**config.mk**
```make
export PLATFORM = sky130hd
export DESIGN_NAME = fifo_arbiter
export DESIGN_NICKNAME = d
export VERILOG_FILES = /design/src/rtl/fifo_arbiter_pkg.sv /design/src/rtl/rr_arbiter.sv /design/src/rtl/fifo_arbiter.sv
export SDC_FILE = /design/constraint.sdc
export NUM_CORES = 1
export LEC_CHECK = 0
export ABC_AREA = 1
export ABC_CLOCK_PERIOD_IN_PS = 7740
export CAP_MARGIN = 10
export CORE_UTILIZATION = 60
export DETAILED_ROUTE_END_ITERATION = 12
export DONT_BUFFER_PORTS = 1
export HOLD_SLACK_MARGIN = 0.06
export PLACE_DENSITY = 0.82
export SYNTH_ARGS = -nofsm -noshare
export SYNTH_HDL_FRONTEND = slang
export SYNTH_HIERARCHICAL = 1
export SYNTH_SLANG_ARGS = --single-unit
export TNS_END_PERCENT = 10
```
**constraint.sdc**
```tcl
create_clock -name clk -period 7.74 [get_ports clk]
set_clock_uncertainty 0.1 [all_clocks]
set_input_delay 1.548 -clock clk [delete_from_list [all_inputs] [get_ports clk]]
set_output_delay 1.548 -clock clk [all_outputs]
set_load 0.005 [all_outputs]
```
**src/rtl/fifo_arbiter_pkg.sv**
```systemverilog
// fifo_arbiter_pkg
// Shared definitions for the FIFO arbiter slice:
//   - read-side FSM state encoding (IDLE / FETCH / HOLD)
//   - default data width, requester count and requester index width
package fifo_arbiter_pkg;

    localparam int DEF_WIDTH    = 4;
    localparam int DEF_NREQ     = 4;
    localparam int DEF_REQ_BITS = 2;

    typedef enum logic [1:0] {
        IDLE  = 2'd0,
        FETCH = 2'd1,
        HOLD  = 2'd2
    } rdState_e;

endpackage

```
**src/rtl/rr_arbiter.sv**
```systemverilog
// rr_arbiter
// Combinational round-robin selector.
// Ports:
//   req    - request vector, one bit per requester
//   rr_ptr - index where the search for a set request starts
//   enable - when low no grant is issued
//   gnt    - one-hot grant (all zero when disabled or nothing requested)
module rr_arbiter #(
    parameter int nreq     = 4,
    parameter int req_bits = 2
) (
    input  logic [nreq-1:0]     req,
    input  logic [req_bits-1:0] rr_ptr,
    input  logic                enable,
    output logic [nreq-1:0]     gnt
);

    logic [req_bits-1:0] idx;
    logic                found;

    // Walk the requesters starting at rr_ptr and wrapping around; the first
    // set request wins. Starting at the slot after the last winner is what
    // keeps a continuously requesting lane from starving.
    always_comb begin
        gnt   = '0;
        found = 1'b0;
        idx   = '0;
        for (int off = 0; off < nreq; off++) begin
            idx = req_bits'((int'(rr_ptr) + off) % nreq);
            if (enable && !found && req[idx]) begin
                gnt[idx] = 1'b1;
                found    = 1'b1;
            end
        end
    end

endmodule

```
**src/rtl/fifo_arbiter.sv**
```systemverilog
// fifo_arbiter
// Sits between several write requesters and a FIFO on the write side, and
// between the FIFO and a single valid/ready consumer on the read side.
// Ports:
//   clk, rst          - clock and synchronous active-low reset
//   req, req_data     - per-requester write request and data lanes
//   gnt               - one-hot write grant back to the requesters
//   write, data_in    - FIFO write strobe and write data
//   full, empthy      - FIFO status flags
//   read, data_out    - FIFO read strobe and read data (one cycle latency)
//   out_valid/out_data/out_ready - consumer handshake
module fifo_arbiter
    import fifo_arbiter_pkg::*;
#(
    parameter int width    = DEF_WIDTH,
    parameter int nreq     = DEF_NREQ,
    parameter int req_bits = DEF_REQ_BITS
) (
    input  logic                  clk,
    input  logic                  rst,
    input  logic [nreq-1:0]       req,
    input  logic [nreq*width-1:0] req_data,
    output logic [nreq-1:0]       gnt,
    output logic                  write,
    output logic [width-1:0]      data_in,
    input  logic                  full,
    input  logic                  empthy,
    output logic                  read,
    input  logic [width-1:0]      data_out,
    output logic                  out_valid,
    output logic [width-1:0]      out_data,
    input  logic                  out_ready
);

    logic [req_bits-1:0] rrPtr_q, rrPtr_d;
    rdState_e            state_q, state_d;
    logic                outValid_q, outValid_d;
    logic [width-1:0]    outData_q, outData_d;
    logic                arbEnable;

    // Grants are suppressed combinationally while the FIFO is full or the
    // block is held in reset, so no write can slip out in either case.
    assign arbEnable = rst & ~full;

    rr_arbiter #(
        .nreq     (nreq),
        .req_bits (req_bits)
    ) uArbiter (
        .req    (req),
        .rr_ptr (rrPtr_q),
        .enable (arbEnable),
        .gnt    (gnt)
    );

    assign write = |gnt;

    // Steer the granted lane onto the FIFO write bus and move the round-robin
    // pointer to the slot just after the winner; without a grant both the
    // bus stays at zero and the pointer holds.
    always_comb begin
        data_in = '0;
        rrPtr_d = rrPtr_q;
        for (int i = 0; i < nreq; i++) begin
            if (gnt[i]) begin
                data_in = req_data[i*width +: width];
                rrPtr_d = req_bits'((i + 1) % nreq);
            end
        end
    end

    // Read-side FSM: IDLE issues a single-cycle read when data is available,
    // FETCH captures the FIFO word that arrives one cycle later, HOLD
    // presents it until the consumer accepts. Reading only from IDLE keeps
    // at most one word in flight.
    always_comb begin
        state_d    = state_q;
        outValid_d = outValid_q;
        outData_d  = outData_q;
        read       = 1'b0;
        case (state_q)
            IDLE: begin
                if (rst && !empthy) begin
                    read    = 1'b1;
                    state_d = FETCH;
                end
            end
            FETCH: begin
                outData_d  = data_out;
                outValid_d = 1'b1;
                state_d    = HOLD;
            end
            HOLD: begin
                if (out_ready) begin
                    outValid_d = 1'b0;
                    state_d    = IDLE;
                end
            end
            default: begin
                state_d = IDLE;
            end
        endcase
    end

    // State registers; a reset in FETCH or HOLD simply drops the in-flight
    // word rather than trying to replay it.
    always_ff @(posedge clk) begin
        if (!rst) begin
            rrPtr_q    <= '0;
            state_q    <= IDLE;
            outValid_q <= 1'b0;
            outData_q  <= '0;
        end else begin
            rrPtr_q    <= rrPtr_d;
            state_q    <= state_d;
            outValid_q <= outValid_d;
            outData_q  <= outData_d;
        end
    end

    assign out_valid = outValid_q;
    assign out_data  = outData_q;

endmodule

```
== After elaboration in Yosys (flattened, before gate mapping) ==
Index checks and enable logic that the tools add are counted.
W data, S select, Z words.
Cells by class
  $lt $le $gt $ge: 8
  multiplexer cells: 37
  $add $sub $neg: 3
  equality and inequality tests: 4
  bitwise gates (word level): 6
  reductions and logical operators: 23
Operators by type and width (number)
  $mux W4: 8
  $mux W1: 14
  $logic_and A1 B1 Y1: 12
  $lt A2 B3 Y1 const B: 4
  $or A4 B4 Y4: 3
  $mux W2: 5
  $bmux W1 S2: 4
  $demux W1 S2: 4
  $ge A2 B1 Y1 const B: 4
  $pmux W2 S3: 1
  $add A2 B2 Y2 const B: 2
  $logic_not A1 Y1: 4
  $ne A2 B2 Y1 const B: 2
  $reduce_and A2 Y1: 2
  $reduce_or A4 Y1: 1
  $reduce_bool A3 Y1: 1
  $add A2 B1 Y2 const B: 1
  $eq A2 B1 Y1 const B: 1
  $eq A2 B2 Y1 const B: 1
  $logic_not A2 Y1: 1
  $not A1 Y1: 2
  $pmux W1 S2: 1
  $reduce_bool A2 Y1: 1
  $reduce_or A2 Y1: 1
  $and A1 B1 Y1: 1
Word-level totals
  register bits: 9
  word-level logic and storage cells: 85
  input port bits: 29

== Longest topological paths before layout ==
Gate-level depths: netlist of the first run.
  depth in word-level cells: 20
  depth in mapped cells: 15
  gate-level depth less buffers: 15

== Modules after synthesis ==
Netlist of the first run, hierarchy kept.
By module, submodules not included
  fifo_arbiter: cells each 80, instances 1, area an instance 519.2 µm²
  rr_arbiter: cells each 66, instances 1, area an instance 400.4 µm²

== Worst setup path before layout of the first run ==
OpenSTA, ideal clock, no wires.
  kind: in2out
  from: input rst
  to: output data_in[0]
  slack: 3.285 ns
  stages: 13
  path buffers: 0
  arrival time: 2.807 ns
  path through: inv_1 > nor2_1 > inv_1 > nor2_1 > nand2_1 > nand2_1 > inv_1 > nand3_1 > inv_2 > nand3_1 > nand3_1 > nand2_1 > inv_1
Between the ends
  elaborated cells between the ends (all ways): 25
RTL lines
  from (decl): line fifo_arbiter.sv:20  | input logic rst,
  $and A1 B1 Y1 *: line fifo_arbiter.sv:43  | assign arbEnable = rst & ~full;
  net arbEnable: line fifo_arbiter.sv:39  | logic arbEnable;
  $logic_and A1 B1 Y1: line rr_arbiter.sv:30  | if (enable && !found && req[idx]) begin
  $mux W1: line rr_arbiter.sv:30
  $logic_not A1 Y1: line rr_arbiter.sv:30
  $logic_and A1 B1 Y1 (2 in series): line rr_arbiter.sv:30
  $mux W1: line rr_arbiter.sv:30
  $logic_not A1 Y1: line rr_arbiter.sv:30
  $logic_and A1 B1 Y1 (2 in series): line rr_arbiter.sv:30
  $mux W1: line rr_arbiter.sv:30
  $logic_not A1 Y1: line rr_arbiter.sv:30
  $logic_and A1 B1 Y1 (2 in series): line rr_arbiter.sv:30
  $mux W4 *: line rr_arbiter.sv:30
  net gnt[2]: line fifo_arbiter.sv:23  | output logic [nreq-1:0] gnt,
  $mux W4 * (2 in series): line fifo_arbiter.sv:64  | if (gnt[i]) begin
  to (decl): line fifo_arbiter.sv:25  | output logic [width-1:0] data_in,
The timed path passes the listed nets; every way through them passes the cells marked *.

== Final worst setup path of the first run ==
  from: input rst
  to: output data_in[2]
The elaborated chain is that of the path after synthesis.

==> reports/metrics.yaml, run 1 <==
p_clk_frac: 0.133
synth-seq-area-share: 0.196
antenna_found_initial: 0
yosys_warnings: 6
hp-class: "reg -> reg"
postSynthCellCount: 146
syn_area_per_cell_um2: 6.30
post_cts_buffers: 0
tightest_slew_ns: 0.441
cts_buffer_depth: 2
cts_resized: 0
maxCapViolCount: 0
met2WireLength_um: 1030
crit_arrival_ns: 3.12
met3_length_um: 81
io_pins: 44
period_share: 0.616
swShare: 0.529
drc_errors: 0
drtIter0Drc: 12
port_buffers: 0
grt.overflow.total: 0
utilization: 0.706
vias: 927
layout_commonest_cell: "nand2_1"
ys_ff_latch: 9
final_nets: 187
die_y_um: 41.2
hpwlAfterDp_um: 1600
synth_nets: 182
grt_usage: 0.242
cts_buffers: 3
crit_type: "in -> out"
startpoint_type: "primary input"
die_x_um: 41.2
first_pass_iters: 4
cts_root_buffer: "clkbuf_4"
dieArea_mm2: 0.00169
post_drt_wl_per_cell_um: 12.6
rsz0062_at_grt: "no"
clkLatencyLatePin_ns: 0.26
n_antenna_cell: 0
synth.distinct_cells: 23
clk_pin_slew_worst_paths_ns: 0.06
grt_pass1_vias: 690
top_layer_used: "met4"
viasPerCell: 5.62
slew_violations: 0
grt_first_pass_wirelength_um: 2680
netlist_area_um2: 920
cts_tree: "done"
seq_power_share: 0.243
hold_violations: 0
irDropWorstVdd_mv: 0.181
clock_sinks: 9
intPower_uw: 126
setup_tns_ns: 0
pwr-share-comb: 0.624
switchingPower_uw: 142
reg2regPathDepth: 12
max_freq_mhz: 210
min_period_ns: 4.77
cellLeakagePower_uw: 0.000510
start_util: 0.673
rrSetupSlack_ns: 5.19
p_total_uw: 268
min_path_cells: 1
fp.coreArea_mm2: 0.00137
required_ns: 6.09
routed_wl_um: 2080
outcome: "complete, no violations"
critPathMaxFanout: 8
mostFrequentLayoutCells: "nand2_1, nand3_1, inv_1, nor2_1, dfxtp_1"
final_layout_size_suffix_gt1_frac: 0.133
syn2layout_area_growth_pct: 4.90
fp-row-count: 13
gp_congestion: 0.840
h-tree-depth: 1
critPathCaptureType: "output pin"
antenna_left: 0
powerDensity_mw_per_mm2: 278
wl_met1_um: 958
hold_buffers: 0
grt_max_degree: 10
setup_violations: 0
slew_headroom: 0.705
==> worst max-delay path: stages <==
cell and delay [ns]:
inv_1 0.06, nor2_1 0.28, inv_1 0.09, nor2_1 0.23
nand2_1 0.08, nand2_1 0.07, inv_1 0.04, nand3_1 0.32
inv_2 0.11, nand3_1 0.09, nand3_1 0.08, nand2_1 0.06
inv_1 0.05
==> power groups by stage <==
| stage | logic (uW) | clock network, uW | registers [uW] |
|---|---|---|---|
| 2_1_floorplan | 139 | 0 | 62.3 |
| 3_3_place_gp | 160 | 0 | 65.8 |
| 3_5_place_dp | 165 | 0 | 65.5 |
| 4_1_cts | 165 | 37.2 | 64.7 |
| 5_1_grt | 187 | 38.1 | 65.8 |
| 6_report | 167 | 35.7 | 65.2 |
==> flip-flops by register name, summed over array words and instances, names as in the netlist <==
signal and cells:
out_data 4, state_q 2, out_valid 1, rrPtr_q 2
==> per-layer routing <==
layer	vias up	global-route usage
met4	0	0.121
li1	480	-
met3	2	0.0326
met1	424	0.275
met5	-	0
met2	21	0.434
==> final timing paths <==
| path | startpoint | end |
|---|---|---|
| min reg2reg | state_q[0]$_SDFFE_PN0P_ | state_q[0]$_SDFFE_PN0P_ |
| min | state_q[0]$_SDFFE_PN0P_ | state_q[0]$_SDFFE_PN0P_ |
| max reg2reg | rrPtr_q[0]$_SDFFE_PP0P_ | rrPtr_q[0]$_SDFFE_PP0P_ |
| max | rst | data_in[2] |
==> synthesized netlist by cell type <==
master / n / area [um^2]
ha_1: 7 / 87.6
nor2_8: 1 / 20.0
nor3_1: 1 / 5.00
nand3b_1: 1 / 7.51
inv_2: 4 / 15.0
nand4_1: 4 / 25.0
dfxtp_1: 9 / 180
or2_4: 1 / 8.76
nor3b_2: 1 / 12.5
nor2_2: 1 / 6.26
nor2_1: 11 / 41.3
a21oi_1: 7 / 35.0
nand3_1: 27 / 135
or2_1: 3 / 18.8
nand2_2: 1 / 6.26
nor4_1: 2 / 12.5
nor2_4: 2 / 22.5
nand2_4: 2 / 22.5
o21ai_0: 4 / 20.0
nand2_1: 33 / 124
nand3_2: 3 / 30.0
inv_1: 20 / 75.1
and2_4: 1 / 8.76
==> cells by family after synthesis <==
| family | Yosys count | synth area share |
|---|---|---|
| adder cells (fa/ha/maj) | 7 | 0.0952 |
| AND/OR/NAND/NOR | 95 | 0.551 |
| buffers and inverters | 24 | 0.0980 |
| AO/OA/AOI/OAI | 11 | 0.0599 |
| flip-flops | 9 | 0.196 |
==> layout make-up <==
type	instances	area, um^2
Inverter	24	90.1
Fill cell	133	402
Tap cell	15	18.8
Clock buffer	4	26.3
Sequential cell	9	180
Multi-Input combinational cell	113	649
==> metrics by stage <==
step | instance area (um^2) | hold WS (ns) | std cells | setup WS, ns
final | 965 | 0.366 | 165 | 2.97
after global placement | 938 | 0.333 | 161 | 3.13
after floorplan | 920 | 0.320 | 146 | 3.29
after CTS | 965 | 0.367 | 165 | 3.01
after global routing | 965 | 0.391 | 165 | 2.79
after detailed placement | 938 | 0.340 | 161 | 3.01
Power figures use the tool's default switching activity.
==> inputs of run 2 (changes only) <==
- ABC_CLOCK_PERIOD_IN_PS: 7740 -> 4410
- clock period: 7.74 -> 4.41 ns (I/O delays scaled with it)
==> results of run 2 <==
Same layout as run 1 (identical final DEF). Status: complete, no violations.
Among the figures that moved: setup slack after placement 3.01 ns -> 1.01 ns; setup slack after layout 2.97 ns -> 0.730 ns; start point of the critical path rst -> rrPtr_q[0]$_SDFFE_PP0P_; register-to-register setup slack 5.19 ns -> 1.86 ns; total power 268 uW -> 471 uW; worst IR drop on VDD 0.181 mV -> 0.317 mV
==> inputs of run 3 (changes only) <==
- ABC_CLOCK_PERIOD_IN_PS: 4410 -> 3550
- clock period: 4.41 -> 3.55 ns (I/O delays scaled with it)
==> run 3 against run 2 <==
- utilization up 1.1 points
- worst hold slack worse by 0.017 ns
- count of clock-buffer cells in the layout stayed put
- total power rose by 22%
- via count is 0.76% higher
- non-clock buffer count stayed put
- clock power rose by 23%
- sequential share of layout area fell by 0.29 points
- register-to-register slack got worse by 0.61 ns
- largest power group unchanged
==> reports/metrics.yaml, run 3 (same netlist as run 1, synthesis figures left out) <==
outcome: "complete, no violations"  # unchanged
fp.coreArea_mm2: 0.00137  # unchanged
setup_tns_ns: 0  # unchanged
die_y_um: 41.2  # unchanged
fp-row-count: 13  # unchanged
tightest_slew_ns: 0.365  # was 0.441 ns
routed_wl_um: 1940  # was 2080 um
intPower_uw: 278  # was 222 uW
n_antenna_cell: 0  # unchanged
required_ns: 2.74  # was 3.43 ns
cpMaxStageDelayCell: "dfxtp_1"  # unchanged
switchingPower_uw: 298  # was 249 uW
crit_family: "simple AND/OR/NAND/NOR gates"  # unchanged
slew_violations: 0  # unchanged
reg2reg_to: "rrPtr_q[0]$_SDFFE_PP0P_"  # unchanged
critPathMaxFanout: 9  # unchanged
grt_pass1_vias: 713  # was 690
drtIter0Drc: 20  # was 12
hpwlAfterDp_um: 1590  # was 1600 um
clk_pin_slew_worst_paths_ns: 0.06  # about the same
fillers: 126  # was 133
irDropWorstVdd_mv: 0.372  # was 0.317 mV
powerDensity_mw_per_mm2: 588  # was 488 mW/mm^2
p_clk_frac: 0.133  # about the same
cts_tree: "done"  # unchanged
crit_path_frequent_cell: "inv_2"  # was nand3_1
p_total_uw: 576  # was 471 uW
critPathCaptureType: "output pin"  # unchanged
drc_errors: 0  # unchanged
port_buffers: 0  # unchanged
setup_violations: 0  # unchanged
crit_arrival_ns: 2.53  # was 2.70 ns
grt_max_degree: 10  # unchanged
antenna_found_initial: 0  # unchanged
post_drt_wl_per_cell_um: 11.8  # was 12.6 um
clkLatencyLatePin_ns: 0.25  # was 0.26 ns
viasPerCell: 5.66  # was 5.62
largest_reg_flops: 4  # unchanged
mostFrequentLayoutCells: "nand2_1, nand3_1, inv_1, nor2_1, dfxtp_1"  # unchanged
final_cell_count_no_fill: 165  # unchanged
cts_root_buffer: "clkbuf_4"  # unchanged
antenna_left: 0  # unchanged
first_pass_iters: 5  # was 4
cts_buffer_depth: 2  # unchanged
max_stage_delay_ns: 0.50  # was 0.54 ns
grt_usage: 0.242  # unchanged
maxCapViolCount: 0  # unchanged
cts_buffers: 3  # unchanged
rrSetupSlack_ns: 1.25  # was 1.86 ns
reg2regPathDepth: 12  # unchanged
min_period_ns: 3.34
final_nets: 187  # unchanged
gp_congestion: 0.778  # was 0.840
final_layout_size_suffix_gt1_frac: 0.153  # was 0.133
io_pins: 44  # unchanged
min_to: "state_q[0]$_SDFFE_PN0P_"  # unchanged
rr_startpoint: "rrPtr_q[0]$_SDFFE_PP0P_"  # unchanged
cellLeakagePower_uw: 0.000530  # was 0.000510 uW
max_freq_mhz: 300
pwr-share-comb: 0.627  # was 0.624
period_share: 0.940
min_from: "state_q[0]$_SDFFE_PN0P_"  # unchanged
swShare: 0.518  # was 0.529
slew_headroom: 0.755  # was 0.705
crit_type: "reg -> out"  # unchanged
placed_cells: 161  # unchanged
syn2layout_area_growth_pct: 6.53  # was 4.90%
utilization: 0.717  # was 0.706
hold_violations: 0  # unchanged
layout_commonest_cell: "nand2_1"  # unchanged
clock_sinks: 9  # unchanged
vias: 934  # was 927
start_util: 0.673  # unchanged
hp-class: "reg -> reg"  # unchanged
die_x_um: 41.2  # unchanged
grt_first_pass_wirelength_um: 2730  # was 2680 um
grt.overflow.total: 0  # unchanged
startpoint_type: "register"  # unchanged
dieArea_mm2: 0.00169  # unchanged
cp.buffers_inverters: 5  # unchanged
post_cts_buffers: 0  # unchanged
min_path_cells: 1  # unchanged
rsz0062_at_grt: "no"  # unchanged
hold_buffers: 0  # unchanged
seq_power_share: 0.240  # was 0.243
h-tree-depth: 1  # unchanged
path_cells: "inv_2, ha_1, inv_1, nand3_2, nand2_1, inv_2, nor2_8, nand3_1, nand3_1, inv_2, or2_1, nand2_1, inv_1"  # was inv_2, ha_1, inv_1, nand3_2, nand2_1, inv_2, nor2_8, nand3_1, nand3_1, inv_2, nand3_1, nand3_1, nand2_1, inv_1
## run 3: cell counts in the layout (fill, tap and decap cells not counted)
No cell type changed its count.
## run 3: power groups by stage
stage | clock network [uW] | registers, uW | logic (uW)
2_1_floorplan | 0 | 136 | 303
5_1_grt | 83.3 | 141 | 412
4_1_cts | 79.4 | 138 | 358
3_3_place_gp | 0 | 140 | 349
3_5_place_dp | 0 | 140 | 358
6_report | 76.8 | 138 | 361
## run 3: what timing repair did
| action | CTS | global route |
|---|---|---|
| endpoints found under the hold margin | 0 | 0 |
| gates resized for setup | 0 | 3 |
| endpoints found under the setup margin | 0 | 4 |
## run 3: how the worst max path moves through the flow
stage / to / startpoint / slack [ns] / cells past startpoint
floorplan: data_in[0] / rrPtr_q[0]$_SDFFE_PP0P_ / 0.71 / 14
global placement: data_in[0] / rrPtr_q[0]$_SDFFE_PP0P_ / 0.50 / 14
detailed placement: data_in[2] / rrPtr_q[0]$_SDFFE_PP0P_ / 0.43 / 14
CTS: data_in[2] / rrPtr_q[0]$_SDFFE_PP0P_ / 0.15 / 14
global route: data_in[0] / rrPtr_q[0]$_SDFFE_PP0P_ / 0.01 / 13
finish: data_in[2] / rrPtr_q[0]$_SDFFE_PP0P_ / 0.21 / 13
## run 3: area by class of cell
type	instances	area [um^2]	share of cell area
tap	15	18.8	0.0192
multi-input combinational	113	664	0.678
clock buffer	4	26.3	0.0268
sequential	9	180	0.184
inverter	24	90.1	0.0920
## run 3: metal layers
metal	GRT usage	up-vias	wire length (um)
met1	0.275	418	828
met5	0	-	0
li1	-	486	-
met2	0.449	28	1010
met3	0.0272	2	93
met4	0.0968	0	8
## run 3: stage by stage
step	hold slack, ns	instance area (um^2)	setup WS [ns]
finish	0.349	980	0.213
global route	0.368	980	0.0149
CTS	0.352	965	0.154
detailed placement	0.343	938	0.434
global placement	0.333	938	0.497
floorplan	0.320	920	0.714
